<file path="src/rtl/sum_buf_pkg.sv">
// Shared constants and types for the sum stream buffer.
package sum_buf_pkg;
    localparam int SIZE   = 4;
    localparam int DATA_W = SIZE + 1;
    localparam int DEPTH  = 4;
    localparam int CNT_W  = $clog2(DEPTH + 1);
    localparam int PTR_W  = $clog2(DEPTH);

    typedef logic [DATA_W-1:0] data_t;
endpackage

</file>
<file path="src/rtl/sum_buf_regfile.sv">
// DEPTH x DATA_W register array: synchronous write, asynchronous read.
module sum_buf_regfile
    import sum_buf_pkg::*;
#(
    parameter int DATA_W_P = DATA_W,
    parameter int DEPTH_P  = DEPTH,
    parameter int PTR_W_P  = PTR_W
) (
    input  logic                clk,
    input  logic                we,
    input  logic [PTR_W_P-1:0]  waddr,
    input  logic [DATA_W_P-1:0] wdata,
    input  logic [PTR_W_P-1:0]  raddr,
    output logic [DATA_W_P-1:0] rdata
);
    // Storage is intentionally not reset; out_valid gates its use.
    logic [DATA_W_P-1:0] mem [DEPTH_P];

    always_ff @(posedge clk) begin
        if (we) begin
            mem[waddr] <= wdata;
        end
    end

    assign rdata = mem[raddr];
endmodule

</file>
<file path="src/rtl/sum_stream_buffer.sv">
// Captures adder sums into a small FIFO and drains them over valid/ready,
// with a sticky overflow flag for samples dropped while full.
module sum_stream_buffer
    import sum_buf_pkg::*;
#(
    parameter int SIZE_P  = SIZE,
    parameter int DEPTH_P = DEPTH,
    parameter int CNT_W_P = CNT_W
) (
    input  logic               clk,
    input  logic               rst_a,
    input  logic               enable,
    input  logic               in_valid,
    input  logic [SIZE_P:0]    in_data,
    output logic               out_valid,
    input  logic               out_ready,
    output logic [SIZE_P:0]    out_data,
    output logic [CNT_W_P-1:0] count,
    output logic               full,
    output logic               overflow,
    input  logic               clr_ovf
);
    localparam int PW = $clog2(DEPTH_P);

    logic [PW-1:0]   wr_ptr;
    logic [PW-1:0]   rd_ptr;
    logic [SIZE_P:0] rdata;
    logic            push;
    logic            pop;

    assign out_valid = (count != '0);
    assign full      = (count == CNT_W_P'(DEPTH_P));
    assign out_data  = out_valid ? rdata : '0;

    assign pop  = enable & out_valid & out_ready;
    // A pop in the same cycle frees the slot, so a full FIFO still accepts.
    assign push = enable & in_valid & (~full | pop);

    sum_buf_regfile #(
        .DATA_W_P(SIZE_P + 1),
        .DEPTH_P (DEPTH_P),
        .PTR_W_P (PW)
    ) u_regfile (
        .clk  (clk),
        .we   (push),
        .waddr(wr_ptr),
        .wdata(in_data),
        .raddr(rd_ptr),
        .rdata(rdata)
    );

    always_ff @(posedge clk) begin
        if (!rst_a) begin
            wr_ptr   <= '0;
            rd_ptr   <= '0;
            count    <= '0;
            overflow <= 1'b0;
        end else if (enable) begin
            if (push) begin
                wr_ptr <= wr_ptr + 1'b1;
            end
            if (pop) begin
                rd_ptr <= rd_ptr + 1'b1;
            end
            if (push && !pop) begin
                count <= count + 1'b1;
            end else if (pop && !push) begin
                count <= count - 1'b1;
            end
            // Set has priority over clear.
            if (in_valid && full && !pop) begin
                overflow <= 1'b1;
            end else if (clr_ovf) begin
                overflow <= 1'b0;
            end
        end
    end
endmodule

</file>
<file path="config.mk">
export PLATFORM = sky130hd
export DESIGN_NAME = sum_stream_buffer
export DESIGN_NICKNAME = d
export VERILOG_FILES = /design/src/rtl/sum_buf_pkg.sv /design/src/rtl/sum_buf_regfile.sv /design/src/rtl/sum_stream_buffer.sv
export SDC_FILE = /design/constraint.sdc
export NUM_CORES = 1
export LEC_CHECK = 0
export CORE_MARGIN = 2
export CORE_UTILIZATION = 50
export DETAILED_ROUTE_END_ITERATION = 10
export PLACE_DENSITY = 0.76
export SYNTH_ARGS = -nofsm -noshare
export SYNTH_HDL_FRONTEND = slang
export SYNTH_SLANG_ARGS = --single-unit
</file>
<file path="constraint.sdc">
create_clock -name clk -period 3.2 [get_ports clk]
set_input_delay 0.48 -clock clk [delete_from_list [all_inputs] [get_ports clk]]
set_output_delay 0.48 -clock clk [all_outputs]
set_load 0.05 [all_outputs]
</file>
Yosys cells after proc, flatten, opt, wreduce, memory -nomap -nowiden
Memories as Yosys holds them, arrays and structs flattened. A register that Yosys moved wholly into a read port is not among the register bits.
Cells that the tools add are included.
{"block": "classes", "add_sub_neg": 4, "eq_ne": 1, "muxes": 9, "bitwise": 6, "reduce_logical": 13}
{"operator": "2-bit AND reduction", "count": 4}
{"operator": "3-bit 2-to-1 mux", "count": 2}
{"operator": "5-bit 2-to-1 mux", "count": 1}
{"operator": "2-bit by 1-bit adder with 2-bit output (second input constant)", "count": 2}
{"operator": "1-bit AND", "count": 4}
{"operator": "1-bit logical AND", "count": 4}
{"operator": "1-bit 2-to-1 mux", "count": 4}
{"operator": "2-bit 2-to-1 mux", "count": 2}
{"operator": "2-bit nonzero test", "count": 2}
{"operator": "3-bit by 1-bit adder with 3-bit output (second input constant)", "count": 1}
{"operator": "3-bit equality test (second input constant)", "count": 1}
{"operator": "3-bit nonzero test", "count": 1}
{"operator": "3-bit by 1-bit subtractor with 3-bit output (second input constant)", "count": 1}
{"operator": "1-bit zero test", "count": 2}
{"operator": "1-bit inverter", "count": 1}
{"operator": "1-bit OR", "count": 1}
{"block": "totals", "ff_bits": 8, "ram_bits": 20, "input_bits": 11, "out_inout_bits": 11, "memories": 1}
{"memory": "u_regfile.mem", "depth": 4, "word_bits": 5, "read_ports": 1, "rd_ports_with_merged_regs": 1, "write_ports": 1, "line_no": "sum_buf_regfile.sv:17", "rtl": "logic [DATA_W_P-1:0] mem [DEPTH_P];"}

Depth between registers and ports, before layout
Gate-level depths: netlist of the first run.
{"block": "logic_depth", "depth_word": 9, "depth_mapped": 8}

By module
From an unflattened synthesis of the first run, not the netlist that was laid out.
{"block": "hier_totals", "cells_unflattened": 80, "hier_area_um2": 1232.4}
{"module": "sum_buf_regfile", "n_inst": 1, "cells_per_inst": 30, "area_each_um2": 755.7, "seq_area_each_um2": 600.6}
{"module": "sum_stream_buffer", "n_inst": 1, "cells_per_inst": 50, "area_each_um2": 476.7, "seq_area_each_um2": 160.2}

Least setup slack after synthesis of the first run
No wires, ideal clock.
{"block": "synth_timing", "path_type": "register to output", "startpoint": "register count[2]", "endpoint": "output port full", "arrival_time_ns": 1.941, "path_slack_ns": 0.779, "path_stages_with_launch": 2, "cell_sequence": "dfxtp_1 > nor3b_1"}
{"block": "synth_via", "elab_chain_cells": 1}
{"element": "start: declaration", "line_no": "sum_stream_buffer.sv:18", "rtl": "output logic [CNT_W_P-1:0] count,"}
{"element": "start signal: assignment", "line_no": "sum_stream_buffer.sv:66", "rtl": "count <= count + 1'b1;"}
{"element": "start signal: assignment", "line_no": "sum_stream_buffer.sv:68", "rtl": "count <= count - 1'b1;"}
{"element": "3-bit equality test", "line_no": "sum_stream_buffer.sv:32", "rtl": "assign full = (count == CNT_W_P'(DEPTH_P));"}
{"element": "end: declaration", "line_no": "sum_stream_buffer.sv:19", "rtl": "output logic full,"}
Every way passes these cells.

==> impl_results.md, run 1 <==
* 1st-iter DRT viols at 10
* Sequential Power Share at 0.485
* Top cells by area, synth: edfxtp_1 (46%), dfxtp_1 (15%), mux4_2 (8.6%)
* TritonCTS clock tree: yes
* Sequential area share after synthesis at 0.614
* Final wirelength at 2.17 mm
* Total grt overflow at 0
* Worst path max stage delay at 0.73 ns
* YS warnings at 0
* Clock Tree Buf Depth at 2
* IO Count at 22
* Type of element launching the critical path: flop
* Root Buffer: clkbuf_4
* Reg clk slew, reported paths at 0.10 ns
* Worst-Margin Slew at 0.529 ns
* ANT cells at 0
* Chip width at 55.1 µm
* FMAX at 363 MHz
* Comb pwr share at 0.193
* Clock Sinks at 30
* Unique masters post-synth at 25
* Post-Syn Area at 1300 µm²
* Critical path fanouts, max at 5
* Cts repair resizes at 0
* Fin. Hold Viols at 0
* Largest net degree at the start of global routing at 13
* Max IR drop VDD at 0.457 mV
* Share of cells above drive strength 1 at 0.148
* Internal cell power at 0.660 mW
* Sw Share at 0.276
* Antenna-violating nets left at 0
* Slowest cell on crit path: clkdlybuf4s50_1
* PD cells at 563 nW/µm²
* Die Ht at 55.1 µm
* Global-route wire length before repair at 3.41 mm
* Number of global-route vias before repair at 768
* H-tree levels at 2
* Fin crit period at 2.75 ns
* Nets@finish at 131
* Clock Latency Late Sink at 0.32 ns
* Crit path kind: flop to primary output
* Clock skew at 0.00931 ns
* Via-per-instance ratio at 5.18
* RSZ-0062 raised after global routing: no
* Placed inst area at 1540 µm²
* Most common library cells after synthesis: edfxtp_1 (20), dfxtp_1 (10), nand2_1 (8), nor2b_1 (8), and2_1 (7)
* Hpwl dp at 1.58 mm
* Fill cell count at 187
* Slew headroom at 0.646
* TritonCTS Buffers at 5
* Cell taking the most area after synthesis: edfxtp_1
* Initial core utilization at 0.526
* PortBufs at 21
* Top-count cell post-synth: edfxtp_1
* Via count at 751
* Worst Path Required at 2.72 ns
* Cells after synthesis at 88
* Setup bufs post-CTS at 0
* Post-synth ARST share at 0
* Design Area, Final at 1620 µm²
* Synth Net Count at 105
* Hold Path Class: flop to flop
* Synth-to-Final Area Change at 24.3%
* Avg Cell Area, Syn at 14.8 µm²
* Number of flops mapped to enable cells by yosys at 20
* Final setup fails at 0
* TNS Setup at 0 ns
* Synth top area share at 0.461
* Die ar. at 3030 µm²
* Period utilisation layout at 0.860
* Clock power frac at 0.321
* Status: finished clean
* Prevailing post-synth register cell: edfxtp_1
* Mean routed wirelength per cell at 15.0 µm
* Count of final max-slew check failures at 0
* Num rows at 18
* Lkg Pwr at 0.565 nW
* Core ar. at 2480 µm²
* Hold buffers post-CTS at 0
* Max-cap viol count at 0
* Drc violations at 0
* CP Capture Type: primary output
* Worst hold margin at 0.496 ns
* CP arrival at 2.27 ns
* Switching component of the power at 0.252 mW
* Critical-path cell list: mux4_2, nor2b_1, clkdlybuf4s50_1
* Gp weighted congestion at 0.688
* Total GRT Usage at 0.179
* #FFs+latches synth at 30
* Initial antenna violation count at 0
* Initial DRT Pass Iterations at 4
==> registers in the layout, summed over array words and instances, names as in the netlist, named ones only <==
| register | count |
|---|---|
| wr_ptr | 2 |
| overflow | 1 |
| u_regfile.mem | 20 |
| rd_ptr | 2 |
| count | 3 |
==> through the flow <==
stage          instances  power [mW]  setup slack (ns)   util
6_report             145       0.912             0.447  0.654
3_3_place_gp         137       0.626             0.679  0.623
2_1_floorplan         88       0.566             0.779      -
3_5_place_dp         137       0.630             0.642  0.623
4_1_cts              145       0.922             0.409  0.654
5_1_grt              145       0.952             0.327  0.654
==> placed cells by master (no fill, tap or decap), types with 4 or more instances in the layout <==
cell | Yosys | final
clkdlybuf4s50_1 | 0 | 21
mux2i_1 | 4 | 4
mux4_2 | 5 | 5
inv_1 | 4 | 4
ha_1 | 5 | 5
clkbuf_4 | 0 | 5
and2_1 | 7 | 7
dfxtp_1 | 10 | 10
nor2b_1 | 8 | 8
edfxtp_1 | 20 | 20
nand2_1 | 8 | 8
==> path summary, 6_finish.rpt <==
check | startpoint | endpoint | slack [ns] | depth (start not counted)
hold / removal | rd_ptr[1] | rd_ptr[1] | 0.50 | 2
setup reg to reg | count[0] | count[2] | 1.19 | 8
setup / recovery | flop | out_data[4] | 0.45 | 3
hold reg to reg | rd_ptr[1] | rd_ptr[1] | 0.50 | 2
==> power by group through the flow <==
stage / logic [mW] / clock network, mW / registers, mW
2_1_floorplan: 0.106 / 0 / 0.460
3_3_place_gp: 0.174 / 0 / 0.451
3_5_place_dp: 0.178 / 0 / 0.452
4_1_cts: 0.178 / 0.300 / 0.443
5_1_grt: 0.189 / 0.318 / 0.446
6_report: 0.176 / 0.293 / 0.443
==> layout make-up <==
class / count / area [µm²] / share of cell area
clock buffer: 5 / 37.5 / 0.0232
clock inverter: 3 / 40.0 / 0.0247
inverter: 4 / 15.0 / 0.00927
multi-input combinational: 52 / 479 / 0.296
sequential: 30 / 801 / 0.494
tap: 30 / 37.5 / 0.0232
timing repair buffer: 21 / 210 / 0.130
==> worst max-delay path, delay by kind of cell (launching register included) <==
family                 cells  cell delay [ns]
buffers and inverters      1             0.73
multiplexers               1             0.54
flip-flops                 1             0.53
AND/OR/NAND/NOR            1             0.15
==> cells by family (layout without fill, tap and decap cells) <==
kind of cell / count (synthesis) / after routing / synth area share
xor gates and xnor gates: 3 / 3 / 0.0202
muxes: 9 / 9 / 0.117
buffers and inverters: 6 / 33 / 0.0182
adders and majority gates: 6 / 6 / 0.0633
DFF: 30 / 30 / 0.614
AOI/OAI and AO/OA: 4 / 4 / 0.0288
and+or+nand+nor: 30 / 30 / 0.138
==> per-layer routing <==
layer / GRT usage / wire length, µm
met2: 0.274 / 1060
met5: 0 / 0
met4: 0.0854 / 45
met1: 0.215 / 987
met3: 0.0833 / 80
Note: power is estimated with default switching activity, not from simulation.
==> run 2: changes to the inputs <==
- CORE_UTILIZATION: 50 -> 55
- PLACE_DENSITY: 0.76 -> 0.93
==> run 2 against run 1 <==
Against the previous run: sequential share of layout area increased by 0.62 points; count of clock-buffer cells in the layout grew 2; combinational power about the same; largest cell class unchanged; first-iteration DRC count is 40% higher.
==> impl_results.md, run 2 (synthesis results as in run 1) <==
* Final worst slack at 0.440 ns (was 0.447 ns)
* Final wirelength at 2.16 mm (was 2.17 mm)
* Initial core utilization at 0.584 (was 0.526)
* Share of cells above drive strength 1 at 0.139 (was 0.148)
* Overall Power at 0.846 mW (was 0.912 mW)
* Critical path fanouts, max at 5 (unchanged)
* Root Buffer: clkbuf_4 (unchanged)
* Fin. Hold Viols at 0 (unchanged)
* Placed inst area at 1540 µm² (about the same)
* PortBufs at 21 (unchanged)
* Final setup fails at 0 (unchanged)
* Crit path kind: flop to primary output (unchanged)
* Die Ht at 52.7 µm (was 55.1 µm)
* Inst Count DP at 135 (was 137)
* ANT cells at 0 (unchanged)
* Hold Path Class: flop to flop (unchanged)
* Mean routed wirelength per cell at 15.1 µm (was 15.0 µm)
* Design Area, Final at 1600 µm² (was 1620 µm²)
* Num rows at 17 (was 18)
* Clock Tree Buf Depth at 2 (unchanged)
* TNS Setup at 0 ns (unchanged)
* Total grt overflow at 0 (unchanged)
* IO Count at 22 (unchanged)
* Hold path startpoint: rd_ptr[1] (unchanged)
* Top Registers: u_regfile.mem x20, count x3 (unchanged)
* Worst hold margin at 0.497 ns (was 0.496 ns)
* Slew headroom at 0.657 (was 0.646)
* TritonCTS Buffers at 5 (unchanged)
* CP arrival at 2.28 ns (was 2.27 ns)
* Max-cap viol count at 0 (unchanged)
* Antenna-violating nets left at 0 (unchanged)
* Via-per-instance ratio at 5.35 (was 5.18)
* Clock Sinks at 30 (unchanged)
* Gp weighted congestion at 0.844 (was 0.688)
* Chip width at 52.7 µm (was 55.1 µm)
* Die ar. at 2780 µm² (was 3030 µm²)
* Synth-to-Final Area Change at 22.7% (was 24.3%)
* Worst-Margin Slew at 0.513 ns (was 0.529 ns)
* Reg2reg start: count[0] (unchanged)
* Nets@finish at 131 (unchanged)
* Initial antenna violation count at 0 (unchanged)
* Commonest non-fill, non-tap cell in the layout: clkdlybuf4s50_1 (unchanged)
* Biggest register: u_regfile.mem (unchanged)
* Total GRT Usage at 0.192 (was 0.179)
* Reg clk slew, reported paths at 0.09 ns (was 0.10 ns)
* Hpwl dp at 1.62 mm (was 1.58 mm)
* TritonCTS clock tree: yes (unchanged)
* Initial DRT Pass Iterations at 4 (unchanged)
* Non-filler cells in the finished layout at 143 (was 145)
* Setup bufs post-CTS at 0 (unchanged)
* FMAX at 362 MHz (was 363 MHz)
* 1st-iter DRT viols at 14 (was 10)
* Clock Latency Late Sink at 0.33 ns (was 0.32 ns)
* Pre-CTS setup slack at 0.606 ns (was 0.642 ns)
* Type of element launching the critical path: flop (unchanged)
* Clock skew at 0.00598 ns (was 0.00931 ns)
* Max IR drop VDD at 0.370 mV (was 0.457 mV)
* Lkg Pwr at 0.555 nW (was 0.565 nW)
* Max reg flops at 20 (unchanged)
* Layout Utilization at 0.717 (was 0.654)
* Cts repair resizes at 0 (unchanged)
* Global-route wire length before repair at 3.47 mm (was 3.41 mm)
* Count of final max-slew check failures at 0 (unchanged)
* Fill cell count at 159 (was 187)
* H-tree levels at 2 (unchanged)
* Drc violations at 0 (unchanged)
* Via count at 765 (was 751)
* RSZ-0062 raised after global routing: no (unchanged)
* Fin crit period at 2.76 ns (was 2.75 ns)
* Core ar. at 2230 µm² (was 2480 µm²)
* PD cells at 529 nW/µm² (was 563 nW/µm²)
* Largest net degree at the start of global routing at 13 (unchanged)
* Period utilisation layout at 0.863 (was 0.860)
* Status: finished clean (unchanged)
* Number of global-route vias before repair at 784 (was 768)
* Most frequent cells in the layout: clkdlybuf4s50_1 (21), edfxtp_1 (20), dfxtp_1 (10), nor2b_1 (8), nand2_1 (8) (unchanged)
* Worst Path Required at 2.72 ns (about the same)
* Hold buffers post-CTS at 0 (unchanged)
* CP Capture Type: primary output (unchanged)
run 2: layout make-up:
cell class	count	area (µm²)	share of cell area
clock buffers	7	55.1	0.0344
inverters	4	15.0	0.00938
clock inverters	1	5.00	0.00313
multi-input cells	52	479	0.299
well taps	28	35.0	0.0219
flip-flops and latches	30	801	0.500
repair buffers	21	210	0.131
run 2: report_power, final:
| part | switching [mW] | internal, mW |
|---|---|---|
| clock | 0.122 | 0.106 |
| combinational | 0.103 | 0.0719 |
| sequential | 0.0166 | 0.427 |
run 2: per-layer routing:
metal  global-route usage  part of all wire
met3               0.0514             0.031
met2                0.327              0.56
met5                    0                 0
met4                0.128             0.025
met1                0.206              0.38
run 2: path summary, 6_finish.rpt:
check        slack (ns)  depth (start not counted)     endpoint
max                0.44                          3  out_data[3]
min                0.50                          2    rd_ptr[1]
max reg2reg        1.14                          8     count[2]
min reg2reg        0.50                          2    rd_ptr[1]
run 2: critical path, stage by stage, from the launching register on:
cell,delay (ns)
dfxtp_1,0.54
mux4_2,0.54
nor2b_1,0.14
clkdlybuf4s50_1,0.73
